--- src/rtl/if_align_stage.sv ---
// IF/ID alignment stage: splits word-aligned 32-bit fetches into a registered
// stream of 16-bit (RVC) and 32-bit instructions, including word-straddling ones.
module if_align_stage #(
    parameter logic [31:0] RESET_PC = 32'h0000_0000
) (
    input  logic        clk,
    input  logic        rst_n,
    output logic [31:0] imem_addr,
    input  logic [31:0] imem_rdata,
    input  logic        id_ready,
    input  logic        flush,
    input  logic [31:0] flush_pc,
    output logic        out_valid,
    output logic [31:0] out_ir,
    output logic [31:0] out_pc,
    output logic        out_is_c
);

    typedef enum logic [1:0] {
        S_ALIGN = 2'd0,
        S_HALF  = 2'd1,
        S_MIS   = 2'd2
    } state_t;

    localparam logic [31:0] RESET_WORD  = {RESET_PC[31:2], 2'b00};
    localparam state_t      RESET_STATE = RESET_PC[1] ? S_MIS : S_ALIGN;

    function automatic logic is_compressed(input logic [15:0] hw);
        return (hw[1:0] != 2'b11);
    endfunction

    state_t      state_r;
    state_t      state_nxt_s;
    logic [31:0] fetch_addr_r;
    logic [31:0] fetch_nxt_s;
    logic [15:0] hb_data_r;
    logic [15:0] hb_data_nxt_s;
    logic [31:0] hb_pc_r;
    logic [31:0] hb_pc_nxt_s;
    logic        emit_valid_s;
    logic [31:0] emit_ir_s;
    logic [31:0] emit_pc_s;
    logic        emit_c_s;
    logic        adv_s;

    assign imem_addr = fetch_addr_r;
    assign adv_s     = !out_valid || id_ready;

    // Next-state and instruction-extraction logic for the alignment FSM
    always_comb begin
        state_nxt_s   = state_r;
        fetch_nxt_s   = fetch_addr_r;
        hb_data_nxt_s = hb_data_r;
        hb_pc_nxt_s   = hb_pc_r;
        emit_valid_s  = 1'b0;
        emit_ir_s     = 32'h0000_0000;
        emit_pc_s     = 32'h0000_0000;
        emit_c_s      = 1'b0;
        case (state_r)
            S_ALIGN: begin
                emit_valid_s = 1'b1;
                emit_pc_s    = fetch_addr_r;
                fetch_nxt_s  = fetch_addr_r + 32'd4;
                if (is_compressed(imem_rdata[15:0])) begin
                    emit_ir_s     = {16'h0000, imem_rdata[15:0]};
                    emit_c_s      = 1'b1;
                    hb_data_nxt_s = imem_rdata[31:16];
                    hb_pc_nxt_s   = fetch_addr_r + 32'd2;
                    state_nxt_s   = S_HALF;
                end else begin
                    emit_ir_s   = imem_rdata;
                    emit_c_s    = 1'b0;
                    state_nxt_s = S_ALIGN;
                end
            end
            S_HALF: begin
                emit_valid_s = 1'b1;
                emit_pc_s    = hb_pc_r;
                if (is_compressed(hb_data_r)) begin
                    // buffered halfword is a whole instruction; memory word is not consumed
                    emit_ir_s   = {16'h0000, hb_data_r};
                    emit_c_s    = 1'b1;
                    state_nxt_s = S_ALIGN;
                end else begin
                    emit_ir_s     = {imem_rdata[15:0], hb_data_r};
                    emit_c_s      = 1'b0;
                    hb_data_nxt_s = imem_rdata[31:16];
                    hb_pc_nxt_s   = hb_pc_r + 32'd4;
                    fetch_nxt_s   = fetch_addr_r + 32'd4;
                    state_nxt_s   = S_HALF;
                end
            end
            S_MIS: begin
                hb_data_nxt_s = imem_rdata[31:16];
                hb_pc_nxt_s   = fetch_addr_r + 32'd2;
                fetch_nxt_s   = fetch_addr_r + 32'd4;
                state_nxt_s   = S_HALF;
            end
            default: begin
                state_nxt_s = S_ALIGN;
            end
        endcase
    end

    // State, halfword buffer and registered output; flush overrides any stall
    always_ff @(posedge clk or negedge rst_n) begin
        if (!rst_n) begin
            state_r      <= RESET_STATE;
            fetch_addr_r <= RESET_WORD;
            hb_data_r    <= 16'h0000;
            hb_pc_r      <= 32'h0000_0000;
            out_valid    <= 1'b0;
            out_ir       <= 32'h0000_0000;
            out_pc       <= 32'h0000_0000;
            out_is_c     <= 1'b0;
        end else if (flush) begin
            state_r      <= flush_pc[1] ? S_MIS : S_ALIGN;
            fetch_addr_r <= {flush_pc[31:2], 2'b00};
            hb_data_r    <= 16'h0000;
            hb_pc_r      <= 32'h0000_0000;
            out_valid    <= 1'b0;
        end else if (adv_s) begin
            state_r      <= state_nxt_s;
            fetch_addr_r <= fetch_nxt_s;
            hb_data_r    <= hb_data_nxt_s;
            hb_pc_r      <= hb_pc_nxt_s;
            out_valid    <= emit_valid_s;
            if (emit_valid_s) begin
                out_ir   <= emit_ir_s;
                out_pc   <= emit_pc_s;
                out_is_c <= emit_c_s;
            end
        end
    end

endmodule

--- config.mk ---
export PLATFORM = sky130hd
export DESIGN_NAME = if_align_stage
export DESIGN_NICKNAME = d
export VERILOG_FILES = /design/src/rtl/if_align_stage.sv
export SDC_FILE = /design/constraint.sdc
export NUM_CORES = 1
export LEC_CHECK = 0
export BUFFER_PORTS_ARGS = -buffer_cell sky130_fd_sc_hd__buf_2
export CORE_UTILIZATION = 55
export CTS_CLUSTER_SIZE = 30
export DETAILED_ROUTE_END_ITERATION = 10
export MAX_ROUTING_LAYER = met4
export PLACE_DENSITY_LB_ADDON = 0.25
export SLEW_MARGIN = 15
export SYNTH_ARGS = -nofsm -noshare
export SYNTH_HDL_FRONTEND = slang
export SYNTH_SLANG_ARGS = --single-unit
--- constraint.sdc ---
create_clock -name clk -period 2.05 [get_ports clk]
set_input_delay 0.205 -clock clk [delete_from_list [all_inputs] [get_ports clk]]
set_output_delay 0.205 -clock clk [all_outputs]
set_load 0.02 [all_outputs]
# After elaboration in Yosys (flattened, before gate mapping)
# Cells that the tools add are included.
# W data, S select, Z words.
# word_totals
inputBits	68
regBits	148
wordCells	59
output_inout_bits	98
# classes
eq_ne	6
addsub	3
n_bitwise	1
muxes	30
reduce_logical	11
# ops
op	n
$mux W32	9
$pmux W32 S2	3
$pmux W32 S3	1
$add A32 B3 Y32 const B	2
$mux W16	4
$pmux W16 S3	1
$add A32 B2 Y32 const B	1
$mux W1	7
$mux W2	3
$ne A3 B3 Y1 const B	2
$pmux W2 S3	1
$reduce_and A3 Y1	2
$ne A2 B2 Y1 const B	2
$reduce_and A4 Y1	1
$reduce_bool A4 Y1	1
$reduce_or A2 Y1	2
$reduce_bool A3 Y1	1
$eq A2 B1 Y1 const B	1
$eq A2 B2 Y1 const B	1
$logic_not A2 Y1	1
$pmux W1 S2	1
$reduce_bool A2 Y1	1
$logic_not A1 Y1	1
$logic_or A1 B1 Y1	1
$not A1 Y1	1

# Longest topological paths before layout
# depth
depth_word	5
ltp_mapped	8
mapped_depth_nobuf	6

# Least setup slack after synthesis
# No wires, ideal clock.
# synth_path
kind	register to register
startpoint	register fetch_addr_r[16], in the netlist imem_addr[16]
endpoint	register fetch_addr_r[28], in the netlist imem_addr[28]
required_ps	1925
setup_ps	125
path_buffers	1
t_arrival_ps	1728
path_stages_with_launch	7
period_less_slack_ps	1852
path_slack_ps	198
path_cell_list	dfrtp_1 clkbuf_1 nand4_1 nor3_1 nand4b_1 xnor2_1 mux2_2
# synth_between
elab_chain_len	5
# synth_rtl
item	line_no	rtl
from (decl)	34	logic [31:0] fetch_addr_r;
from (signal assigned)	118	fetch_addr_r <= {flush_pc[31:2], 2'b00};
from (signal assigned)	124	fetch_addr_r <= fetch_nxt_s;
$add A32 B3 Y32 *	63, 89, 96	
$mux W32	79	if (is_compressed(hb_data_r)) begin
$pmux W32 S2 *	59	case (state_r)
$mux W32 *	122	end else if (adv_s) begin
$mux W32 *	116	end else if (flush) begin
# Every way passes the cells marked *; elsewhere a longest branch is shown, timed or not. The select of a mux whose other input is x is not followed.
# A chain may end at the register's enable or synchronous reset.

# Final worst setup path
# layout_path
startpoint	register state_r[0]
endpoint	register hb_pc_r[25]
# layout_between
elab_chain_len	4
word_cells_on_any_way	10
cone_classes	eq/ne (4); mux (3); reduce/logical (3)
# layout_rtl
item	line_no	rtl
from (decl)	32	state_t state_r;
from (signal assigned)	117	state_r <= flush_pc[1] ? S_MIS : S_ALIGN;
from (signal assigned)	123	state_r <= state_nxt_s;
$eq A2 B2 Y1 (tied with other cells)	59	
$pmux W32 S3	59	
$mux W32	122	
$mux W32	116	
to (signal assigned)	126	hb_pc_r <= hb_pc_nxt_s;
to (decl)	38	logic [31:0] hb_pc_r;
# Several ways; a longest one is shown, not always the timed one. The select of a mux whose other input is x is not followed.

==> metrics.md <==
| Metric | Value |
|---|---|
| DRC Markers | 0 |
| Clock Skews | ~0.0077 ns |
| Drt wl/cell | between 15 and 20 um |
| Initial antenna violation count | 0 |
| Maxcap violations | 0 |
| Yosys warnings | 0 |
| CTS Buf Count | 17 |
| Hold Path End | imem_addr[31] |
| Setup TNS | 0 ns |
| Core box area | around 13000 um^2 |
| RR Endpoint | hb_pc_r[25] |
| Final Wtd Congestion | just under 0.9 |
| Post-Syn Area | 7470 um^2 |
| Largest net degree at the start of global routing | slightly below 90 |
| Placed insts | approximately 1.1k |
| Yosys reg bits | roughly 150 |
| Tot GR Track Use | between 30% and 40% |
| Most common flop cell mapped by yosys | dfrtp_1 |
| FF-to-FF path depth | 4 |
| CTS tree | built |
| WL final | 20600 um |
| PD cells | between 900 and 1000 nW/um^2 |
| Final setup fails | 0 |
| Initial Util | a little under three fifths |
| Number of cell rows | 42 |
| Synth unique cells | 61 |
| Final ANT Viol Nets | 0 |
| CP arrival | ~2.2 ns |
| WHS | approximately 0.009 ns |
| CTS Sinks | between 100 and 150 |
| Worst Path Required | around 2.4 ns |
| Critical R2R Launch | state_r[0] |
| Avg Cell Area, Syn | 9.55 um^2 |
| CTS H-tree depth | 4 |
| Die footprint | 14100 um^2 |
| DRT iter0 DRCs | between 600 and 700 |
| Sequential area share after synthesis | between 40% and 50% |
| I/O pins | roughly 170 |
| CTS root buffer | clkbuf_16 |
| Max-slew violations | 0 |
| Area grow syn2layout | 30.3% |
| Crit Path Max Fanout | 18 |
| I/O Buffers | 162 |
| First-pass GRT wire length | 34400 um |
| Async S/R FF share, synth | between 90% and 100% |
| Fmax | 530 MHz |
| Vias in the first global route | 6797 |
| Pleak | approximately 4.4 nW |
| CP Launch Type | flop |
| Nets | 1062 |
| EDFF count, synth | 0 |
| Total grt overflow | 0 |
| Share of layout cells above drive strength 1 | 27.4% |
| Non-Filler Instances | approximately 1.2k |
| Minimum clock period | approximately 1.9 ns |
| DR pass1 iterations | 4 |
| VDD IR-drop max | 0.598 mV |
| Die W | ~120 um |
| RSZ-0062 raised after global routing | false |
| Hold Violations, Final | 0 |
| Slew @ Worst Pin | slightly below 0.6 ns |
| Total number of vias | approximately 6.9k |
| Launch point of the worst hold path | flush_pc[31] |
| Rel. slew slack | between 60% and 70% |
| Clk buf depth | 2 |
| Setup crit end kind | flop |
| Syn Inst Count | 782 |
| Hold depth | 3 |
| HP Class | input port to flop |
| Run status | completed |
| Crit Path Class | flop to flop |
| Via/cell ratio | between 5 and 6 |
| Die Y | 119 um |
| Inserted Diodes | 0 |
| Period utilisation layout | between 90 and 100% |
| Flop2flop setup slack | 0.16 ns |
| HPWL after DPL | ~14000 um |
| Clk_lat worst skew | around 0.43 ns |
| Worst-path clk slew | approximately 0.06 ns |
-- placed cells by master, fill, tap and decap left out, types with 3 or more instances in the layout --
| cell | n |
|---|---|
| bufinv_16 | 7 |
| mux2i_1 | 50 |
| o22ai_1 | 3 |
| nand2_1 | 68 |
| nand4_1 | 25 |
| nor2b_1 | 4 |
| clkbuf_16 | 17 |
| clkbuf_1 | 4 |
| buf_4 | 52 |
| dlygate4sd3_1 | 25 |
| nor3_1 | 9 |
| a21oi_1 | 79 |
| o21ai_0 | 51 |
| dfrtp_1 | 145 |
| o31a_1 | 5 |
| nor4_1 | 3 |
| mux2_2 | 3 |
| nor2_1 | 80 |
| nor4_2 | 4 |
| or4_1 | 4 |
| o311ai_0 | 3 |
| and3_1 | 6 |
| inv_1 | 19 |
| nand3_1 | 33 |
| a31oi_1 | 5 |
| buf_12 | 6 |
| xnor2_1 | 13 |
| xor2_1 | 17 |
| o211ai_1 | 7 |
| or3_1 | 3 |
| o31ai_1 | 3 |
| a22oi_1 | 23 |
| o21ai_1 | 7 |
| a22o_1 | 17 |
| buf_2 | 161 |
-- repair_timing --
action | in CTS | in global routing
setup endpoints to repair | 0 | 4
endpoints found under the hold margin | 82 | 0
hold buffers | 25 | 0
resized for setup | 0 | 2
buffers inserted | 0 | 0
-- how the worst max path moves through the flow --
| stage | slack (ns) | from | to | cells past startpoint |
|---|---|---|---|---|
| 6_report | 0.16 | state_r[0] | hb_pc_r[25] | 4 |
| 5_1_grt | 0.03 | out_valid | hb_pc_r[4] | 7 |
| 4_1_cts | 0.10 | state_r[1] | imem_addr[27] | 6 |
| 3_5_place_dp | 0.16 | state_r[1] | imem_addr[27] | 6 |
| 3_3_place_gp | 0.19 | state_r[0] | hb_pc_r[25] | 4 |
| 2_1_floorplan | 0.20 | imem_addr[16] | imem_addr[28] | 6 |
-- report_power, final --
part / leakage (nW) / internal [mW] / switching (mW) / total (mW)
clock network: 0.332 / 2.44 / 1.21 / 3.65
registers: 1.79 / 3.29 / 0.352 / 3.64
logic: 2.25 / 0.808 / 1.25 / 2.06
total: 4.37 / 6.53 / 2.81 / 9.34
-- synthesized netlist by cell type, types with 2 or more instances --
cell type  instances  area, um^2
nand2_1           69         259
and3_1             6        37.5
nand3_2            2        20.0
o21ai_1            7        35.0
o31a_1             5        43.8
xor2_1            17         149
buf_2             20         100
ha_1               2        25.0
dfrtp_1          146        3650
buf_1              2        7.51
or3_1              3        18.8
nand4_1           25         156
o311ai_0           3        26.3
a211oi_2           2        25.0
o31ai_1            3        22.5
o22ai_1            3        18.8
nor4_2             4        50.1
nor4_4             2        42.5
a31oi_1            5        31.3
a21oi_1           79         395
nor4_1             3        18.8
nor3_1            10        50.1
mux2_2             3        33.8
mux2i_1           50         500
or4_1              4        30.0
a22oi_1           23         173
a22o_1            17         149
o21ai_0           51         255
o211ai_1           7        52.6
inv_1             19        71.3
buf_4              4        30.0
nor2b_1            4        25.0
and4_1             2        17.5
nor2_2             2        12.5
xnor2_1           13         114
clkbuf_1          28         105
nor2_1            80         300
a32oi_1            2        17.5
nand3_1           33         165
-- final cells by class --
type                       instances  area (um^2)
sequential                       146         3660
clock buffer                      22          454
multi-input combinational        563         3530
inverter                          19         71.3
tap                              176          220
timing repair buffer             245         1580
fill                            1006         3510
clock inverter                    10          229
-- stage by stage --
stage               utilization [%]  setup WS (ns)  instance area [um^2]  power (mW)
finish                         73.5          0.162                  9740        9.34
global route                   73.5         0.0350                  9740        9.73
CTS                            73.4          0.105                  9730        9.37
detailed placement             66.4          0.162                  8790        5.68
global placement               66.4          0.186                  8790        5.63
floorplan                         -          0.198                  7470        4.85
-- logic make-up (layout without fill, tap and decap cells) --
kind of cell | count (synthesis) | in the layout | share of synthesized area, %
muxes | 53 | 53 | 7.15
adders and majority gates | 2 | 2 | 0.335
xor gates and xnor gates | 30 | 30 | 3.52
AOI/OAI and AO/OA | 216 | 216 | 18.1
buffers and inverters | 74 | 296 | 4.35
and+or+nand+nor | 260 | 260 | 17.6
other | 1 | 2 | 0.0502
DFF | 146 | 146 | 48.9
-- flip-flops by register name (all words and copies together) (netlist names) --
signal and cells:
state_r 2, out_ir 32, out_is_c 1, imem_addr 30
hb_data_r 16, hb_pc_r 32, out_valid 1, out_pc 32
-- critical path, cell delays in order, from the launching register on --
cell and delay, ns:
dfrtp_4 0.60, and4b_1 0.28, nand3_2 0.22, or4_1 0.55, o211ai_1 0.16
-- per-layer routing --
| layer | vias up | global-route usage (%) | part of all wire, % |
|---|---|---|---|
| li1 | 3240 | - | - |
| met1 | 3344 | 41.6 | 44 |
| met2 | 253 | 50.4 | 48 |
| met3 | 42 | 4.83 | 5.3 |
| met4 | 0 | 12.5 | 2.4 |
| met5 | - | - | 0 |
(Power assumes the default switching activity.)
